File: config.mk
export PLATFORM = sky130hd
export DESIGN_NAME = keypad_code_entry
export DESIGN_NICKNAME = d
export VERILOG_FILES = /design/src/rtl/keypad_code_entry_pkg.sv /design/src/rtl/keypad_debounce_scan.sv /design/src/rtl/keypad_code_entry.sv
export SDC_FILE = /design/constraint.sdc
export NUM_CORES = 1
export LEC_CHECK = 0
export BUFFER_PORTS_ARGS = -buffer_cell sky130_fd_sc_hd__buf_2
export CORE_ASPECT_RATIO = 1.4
export CORE_UTILIZATION = 55
export CTS_CLUSTER_SIZE = 24
export DETAILED_ROUTE_END_ITERATION = 8
export PLACE_DENSITY = 0.84
export SYNTH_ARGS = -nofsm -noshare
export SYNTH_HDL_FRONTEND = slang
export SYNTH_HIERARCHICAL = 1
export SYNTH_SLANG_ARGS = --single-unit
export TNS_END_PERCENT = 50
File: constraint.sdc
create_clock -name clk -period 7.64 [get_ports clk]
set_clock_uncertainty 0.1 [all_clocks]
set_input_delay 0 -clock clk [delete_from_list [all_inputs] [get_ports clk]]
set_output_delay 0 -clock clk [all_outputs]
set_load 0.03 [all_outputs]
File: src/rtl/keypad_code_entry_pkg.sv
// Shared definitions for the keypad code-entry path: special key codes,
// the matrix position to key value map, and the scan FSM states.
package keypad_code_entry_pkg;

  localparam logic [3:0] KEY_CLR = 4'hE;
  localparam logic [3:0] KEY_ENT = 4'hF;

  typedef enum logic [1:0] {
    ST_SCAN,
    ST_DEBOUNCE,
    ST_HELD,
    ST_RELEASE
  } scan_state_t;

  function automatic logic [3:0] key_map(input logic [1:0] row, input logic [1:0] col);
    logic [3:0] v;
    v = 4'h0;
    case ({row, col})
      4'h0: v = 4'h1;
      4'h1: v = 4'h2;
      4'h2: v = 4'h3;
      4'h3: v = 4'hA;
      4'h4: v = 4'h4;
      4'h5: v = 4'h5;
      4'h6: v = 4'h6;
      4'h7: v = 4'hB;
      4'h8: v = 4'h7;
      4'h9: v = 4'h8;
      4'hA: v = 4'h9;
      4'hB: v = 4'hC;
      4'hC: v = KEY_CLR;
      4'hD: v = 4'h0;
      4'hE: v = KEY_ENT;
      4'hF: v = 4'hD;
    endcase
    return v;
  endfunction

endpackage

File: src/rtl/keypad_debounce_scan.sv
// Column scanner and press/release debouncer for a 4x4 active-low keypad.
// Emits a single-cycle key_event with the key value when a press is accepted.
module keypad_debounce_scan
  import keypad_code_entry_pkg::*;
#(
  parameter int SCAN_DIV = 50000,
  parameter int DEBOUNCE = 4
) (
  input  logic       clk,
  input  logic       reset,
  input  logic [3:0] row_in,
  output logic [3:0] col_out,
  output logic       key_event,
  output logic [3:0] key_value
);
  localparam int DIV_W = (SCAN_DIV > 1) ? $clog2(SCAN_DIV) : 1;
  localparam int DEB_W = $clog2(DEBOUNCE + 1);
  localparam logic [DIV_W-1:0] DIV_LAST = DIV_W'(SCAN_DIV - 1);
  localparam logic [DEB_W-1:0] DEB_LAST = DEB_W'(DEBOUNCE - 1);

  logic [3:0]       row_s1, row_s2;
  logic [DIV_W-1:0] div_cnt;
  logic [1:0]       col_idx, col_idx_n;
  logic [1:0]       key_row, key_row_n;
  logic [DEB_W-1:0] deb_cnt, deb_cnt_n;
  scan_state_t      state, state_n;
  logic             event_n;
  logic [3:0]       value_n;
  logic             sample, any_low, same_key;
  logic [1:0]       low_row;

  assign sample   = (div_cnt == DIV_LAST);
  assign any_low  = ~&row_s2;
  assign same_key = any_low && (low_row == key_row);

  // Lowest row index wins when several rows are pulled low together.
  always_comb begin
    low_row = 2'd3;
    if (!row_s2[2]) low_row = 2'd2;
    if (!row_s2[1]) low_row = 2'd1;
    if (!row_s2[0]) low_row = 2'd0;
  end

  always_ff @(posedge clk or negedge reset) begin
    if (!reset) begin
      row_s1  <= 4'hF;
      row_s2  <= 4'hF;
      div_cnt <= '0;
    end else begin
      row_s1  <= row_in;
      row_s2  <= row_s1;
      div_cnt <= sample ? '0 : div_cnt + 1'b1;
    end
  end

  always_comb begin
    state_n   = state;
    col_idx_n = col_idx;
    key_row_n = key_row;
    deb_cnt_n = deb_cnt;
    event_n   = 1'b0;
    value_n   = key_value;
    if (sample) begin
      case (state)
        ST_SCAN: begin
          if (any_low) begin
            key_row_n = low_row;
            deb_cnt_n = DEB_W'(1);
            state_n   = ST_DEBOUNCE;
          end else begin
            col_idx_n = col_idx + 1'b1;
          end
        end
        ST_DEBOUNCE: begin
          if (same_key) begin
            if (deb_cnt == DEB_LAST) begin
              state_n = ST_HELD;
              event_n = 1'b1;
              value_n = key_map(key_row, col_idx);
            end else begin
              deb_cnt_n = deb_cnt + 1'b1;
            end
          end else begin
            state_n   = ST_SCAN;
            col_idx_n = col_idx + 1'b1;
          end
        end
        ST_HELD: begin
          if (!any_low) begin
            state_n   = ST_RELEASE;
            deb_cnt_n = DEB_W'(1);
          end
        end
        ST_RELEASE: begin
          if (any_low) begin
            state_n = ST_HELD;
          end else if (deb_cnt == DEB_LAST) begin
            state_n   = ST_SCAN;
            col_idx_n = col_idx + 1'b1;
          end else begin
            deb_cnt_n = deb_cnt + 1'b1;
          end
        end
        default: state_n = ST_SCAN;
      endcase
    end
  end

  // Column drive is registered so the pins never glitch on index wrap.
  always_ff @(posedge clk or negedge reset) begin
    if (!reset) begin
      state     <= ST_SCAN;
      col_idx   <= 2'd0;
      key_row   <= 2'd0;
      deb_cnt   <= '0;
      col_out   <= 4'b1110;
      key_event <= 1'b0;
      key_value <= 4'h0;
    end else begin
      state     <= state_n;
      col_idx   <= col_idx_n;
      key_row   <= key_row_n;
      deb_cnt   <= deb_cnt_n;
      col_out   <= ~(4'b0001 << col_idx_n);
      key_event <= event_n;
      key_value <= value_n;
    end
  end

endmodule

File: src/rtl/keypad_code_entry.sv
// Keypad code entry: scans/debounces the keypad and assembles accepted keys
// into a fixed-length hex code with submit, clear and idle-timeout handling.
module keypad_code_entry
  import keypad_code_entry_pkg::*;
#(
  parameter int SCAN_DIV    = 50000,
  parameter int DEBOUNCE    = 4,
  parameter int CODE_DIGITS = 4,
  parameter int TIMEOUT     = 500000000
) (
  input  logic                     clk,
  input  logic                     reset,
  input  logic [3:0]               row_in,
  output logic [3:0]               col_out,
  output logic                     key_event,
  output logic [3:0]               key_value,
  output logic [2:0]               digit_count,
  output logic [4*CODE_DIGITS-1:0] code,
  output logic                     code_valid,
  output logic                     code_err
);
  localparam int IDLE_W = $clog2(TIMEOUT + 1);
  localparam logic [IDLE_W-1:0] IDLE_MAX    = IDLE_W'(TIMEOUT);
  localparam logic [2:0]        DIGITS_FULL = 3'(CODE_DIGITS);

  logic [4*CODE_DIGITS-1:0] code_buf;
  logic [IDLE_W-1:0]        idle_cnt;
  logic                     full;

  assign full = (digit_count == DIGITS_FULL);

  keypad_debounce_scan #(
    .SCAN_DIV (SCAN_DIV),
    .DEBOUNCE (DEBOUNCE)
  ) u_scan (
    .clk       (clk),
    .reset     (reset),
    .row_in    (row_in),
    .col_out   (col_out),
    .key_event (key_event),
    .key_value (key_value)
  );

  always_ff @(posedge clk or negedge reset) begin
    if (!reset) begin
      code_buf    <= '0;
      digit_count <= 3'd0;
      code        <= '0;
      code_valid  <= 1'b0;
      code_err    <= 1'b0;
      idle_cnt    <= '0;
    end else begin
      code_valid <= 1'b0;
      code_err   <= 1'b0;
      if (key_event) begin
        idle_cnt <= '0;
        if (key_value == KEY_CLR) begin
          code_buf    <= '0;
          digit_count <= 3'd0;
        end else if (key_value == KEY_ENT) begin
          if (full) begin
            code       <= code_buf;
            code_valid <= 1'b1;
          end else begin
            code_err <= 1'b1;
          end
          code_buf    <= '0;
          digit_count <= 3'd0;
        end else if (!full) begin
          code_buf    <= {code_buf[4*CODE_DIGITS-5:0], key_value};
          digit_count <= digit_count + 1'b1;
        end
      end else begin
        // Idle counter saturates; a stale partial entry is dropped silently.
        if (idle_cnt != IDLE_MAX) idle_cnt <= idle_cnt + 1'b1;
        if (idle_cnt == IDLE_MAX && digit_count != 3'd0) begin
          code_buf    <= '0;
          digit_count <= 3'd0;
        end
      end
    end
  end

endmodule

==> impl.org <==
** Critical path
- Category of the most critical setup path :: register to register
- Counting both buffers and inverters, the worst setup path holds a total of 1.
- CP max stage cell :: sky130_fd_sc_hd__or4_4
- Chain of cells forming the critical path :: inv_1 -> ha_1 -> or4b_1 -> or4_4 -> o31a_1 -> mux2_2
- In this run the worst path has a maximum fanout of 18.
- Crit path launch type :: register
- STA classifies the critical path endpoint as a register.
- Required time of the critical path :: just under 8000 ps
- For this run, the slowest stage of the critical path takes about 550 ps.
- The cell family contributing the most delay on the critical path is simple AND/OR/NAND/NOR gates.
- Arrival @ worst endpoint :: roughly 3000 ps

** Timing
- Adding up every negative setup slack in the final design gives 0 ps.
- Counting I/O delays and the setup requirement, the final critical path takes between 2000 and 3000 ps.
- Setup repair after global routing left no endpoint under its margin.
- Hold Slack :: roughly 4.8 ps
- Worst slew margin relative to its limit :: around a fifth
- The number of failing hold endpoints at the final stage came to 0.
- Dividing the final minimum period by the clock period gives a little over a third.
- Setup-violating endpoint count in the final report :: 0
- At the pin with the least slew margin, the transition time is 1180 ps.
- Maximum clock frequency :: ~0.36 GHz
- Number of max-slew violations in the final report :: 0

** Detailed routing
- For this block, the via count after detailed routing is 3682.
- Routed wire length per instance :: 16.5 um
- In the routed layout, each cell is associated on average with a via count of between 6 and 7.
- The first routing iteration left 325 violations.
- The routed design has 10000 um of wire.
- The first detailed-routing pass took 7 iterations.
- Post-route DRC :: 7
- The detail route stage leaves a number of antenna-violating nets equal to 0.

** Yosys
- After synthesis, the cell types taking the most area are sky130_fd_sc_hd__dfrtp_1 47%, sky130_fd_sc_hd__mux2_2 5.7%, sky130_fd_sc_hd__dfstp_2 5.6%.
- Cell count after synthesis :: ~460
- The most used flip-flop cell after synthesis is sky130_fd_sc_hd__dfrtp_1.
- Share of the synthesized area in the top cell type :: ~47%
- Area leader, netlist :: sky130_fd_sc_hd__dfrtp_1
- Synthesized flop and latch total :: about 110
- When the netlist entered floorplanning its net count stood at approximately 480.
- In the synthesized netlist the async set-or-reset flop fraction comes to 100%.
- Unique cell type count in the Yosys netlist :: 61
- Each instance of the synthesized netlist takes up on average around 11 um^2.
- Area of the mapped netlist :: approximately 5200 um^2
- For this run, the register share of the synthesized area comes to 52.6%.
- Number of enable flip-flop cells after synthesis :: 0
- Synth warn :: 6

** Run
- Across the run, the number of max-cap violations was 0.

** Floorplan
- The die is about 120 um tall.
- Initial standard-cell utilization of the core :: 56.9%
- In this run the standard cell core region covers 9080 um^2.
- Number of standard-cell rows in the floorplan :: 41
- The die is approximately 84 um wide.
- Boundary pin count :: 36
- The floorplan step defined a die boundary enclosing 9790 um^2.

** Place
- Number of input and output port buffers inserted :: 35
- Placed instance area :: 5400 um^2
- Summed over all nets, the half-perimeter wirelength after detailed placement is ~6700 um.
- At the end of routability-driven placement, the weighted congestion stood at 0.818.

** Final layout
- Combined area of the multi-input logic cells :: 2290 um^2
- Fraction of layout instances using a drive strength above 1 :: a little over a fifth
- Final net count :: between 500 and 600
- After filler insertion, the fill cell instance count of the layout stands at between 600 and 700.
- Number of antenna cells inserted :: 0
- The area growth from synthesis to layout is 11.3%.
- Post-route cell area :: roughly 5800 um^2
- Storage cell area :: between 2000 and 3000 um^2

** Clocking
- CTS clk-pin slew, worst paths :: about 80 ps
- No sink is reached through more buffers than the 2 on the longest clock path.
- Clk Latency, worst-skew pair :: ~350 ps
- TritonCTS built the clock tree.
- CTS saw around 110 sinks.
- Number of levels in the clock H-tree :: 3
- TritonCTS created 9 clock buffers.
- The number of gates resized after CTS was 0.
- In this run the clock root is driven by a sky130_fd_sc_hd__clkbuf_16.

** Global routing
- Pin count of the biggest net entering global routing :: ~80
- The via count of the first global-routing pass was roughly 3600.
- After global routing the overflow that remains totals 0.
- The first global-routing pass estimated between 15000 and 20000 um of wire.
- Initial antenna violation count :: 0
- Global routing used 21.4% of the available tracks.

** Pwr
- For this design the static power due to leakage is 2.57 nW.
- Summing internal, switching and leakage power gives approximately 1.1 mW.
- IR drop worst, VDD :: about 0.17 mV
- In this run the power density over the cells is around 180 nW/um^2.

** Run status
- The final reports fail on design-rule violations.
- Outcome :: finished with violations

** Hold path
- The worst hold path belongs to the class primary input to asynchronous set/reset pin.
[registers in the layout (all words and copies together) (netlist names)]
register          count
code                 16
code_buf             16
code_err              1
code_valid            1
digit_count           3
idle_cnt             29
u_scan/col_idx        2
u_scan/col_out        4
u_scan/deb_cnt        3
u_scan/div_cnt       16
u_scan/key_event      1
u_scan/key_row        2
u_scan/key_value      4
u_scan/row_s1         4
u_scan/row_s2         4
u_scan/state          2
[area by class of cell]
class | count | area share [%]
inverter | 18 | 1.17
clock inverter | 7 | 1.37
timing repair buffer | 42 | 4.22
multi-input combinational | 317 | 39.8
clock buffer | 9 | 3.91
sequential | 108 | 47.2
tap | 107 | 2.33
[layer usage]
| layer | track usage (%) | vias to the layer above | routed length [um] |
|---|---|---|---|
| met3 | 4.24 | 22 | 290 |
| li1 | - | 1756 | - |
| met1 | 25.0 | 1846 | 4160 |
| met5 | 0 | - | 0 |
| met2 | 38.6 | 58 | 5410 |
| met4 | 9.43 | 0 | 184 |
[path summary, 6_finish.rpt]
path / from / to / slack (ps) / cells past startpoint
max in group asynchronous: reset / idle_cnt[22]$_DFFE_PN0P_ / 6160 / 3
min reg2reg: u_scan/row_s1[1]$_DFF_PN1_ / u_scan/row_s2[1]$_DFF_PN1_ / 260 / 0
min in group clk: row_in[0] / u_scan/row_s1[0]$_DFF_PN1_ / 200 / 2
min: reset / u_scan/col_out[0]$_DFF_PN0_ / 5 / 2
max: idle_cnt[0]$_DFFE_PN0P_ / digit_count[0]$_DFFE_PN0P_ / 4850 / 6
max reg2reg: idle_cnt[0]$_DFFE_PN0P_ / digit_count[0]$_DFFE_PN0P_ / 4850 / 6
[logic make-up after synthesis]
logic type	Yosys count	synth area share (%)
xor+xnor	24	4.07
fa+ha+maj	11	2.66
flops	108	52.6
mux	38	8.33
simple gates	172	19.2
compound gates	72	9.88
buf+inv	36	3.24
[cells in the final DEF (no fill, tap or decap), drive strengths merged, types with 2 or more instances in the layout]
master and count:
and2 2, nor4b 4, a31oi 2, xor2 13, nor4 8, nand3 23, nor3b 2, inv 21
dfstp 11, a21oi 17, or4b 2, nand3b 3, and3 9, nor2b 7, nand4 13, mux2i 7
nor2 34, nand2b 2, nand2 29, clkinv 4, o22ai 2, or3 5, o31ai 10, dlygate4sd3 5
a22o 15, ha 11, clkbuf 9, nor3 7, and4 8, nand4bb 2, buf 37, xnor2 11
or4 11, dfrtp 97, mux2 30, o21ai 15
[timing repair]
item,CTS,global route
hold buffers,5,0
endpoints found under the hold margin,35,0
buffers inserted,0,0
[metrics by stage]
step                setup WS, ps  utilization, %  cells
floorplan                   5140               -    461
global placement            4960            59.5    587
detailed placement          4890            59.5    587
CTS                         4870            63.4    608
global route                4740            63.4    608
finish                      4850            63.4    608
[cell usage after synthesis, drive strengths merged, types with 2 or more instances]
cell type / instances
dfrtp: 97
nor2: 34
mux2: 30
nand2: 29
nand3: 23
a21oi: 17
inv: 17
a22o: 15
o21ai: 15
nand4: 13
xor2: 13
dfstp: 11
ha: 11
or4: 11
xnor2: 11
o31ai: 10
and3: 9
buf: 9
clkbuf: 9
and4: 8
nor4: 8
mux2i: 7
nor2b: 7
nor3: 7
or3: 5
nor4b: 4
nand3b: 3
a31oi: 2
and2: 2
nand2b: 2
nand4bb: 2
nor3b: 2
o22ai: 2
or4b: 2
[report_power, final]
part	switching, mW	internal [mW]
registers	0.00201	0.575
clock network	0.225	0.233
logic	0.0128	0.00410
Power figures use the tool's default switching activity.
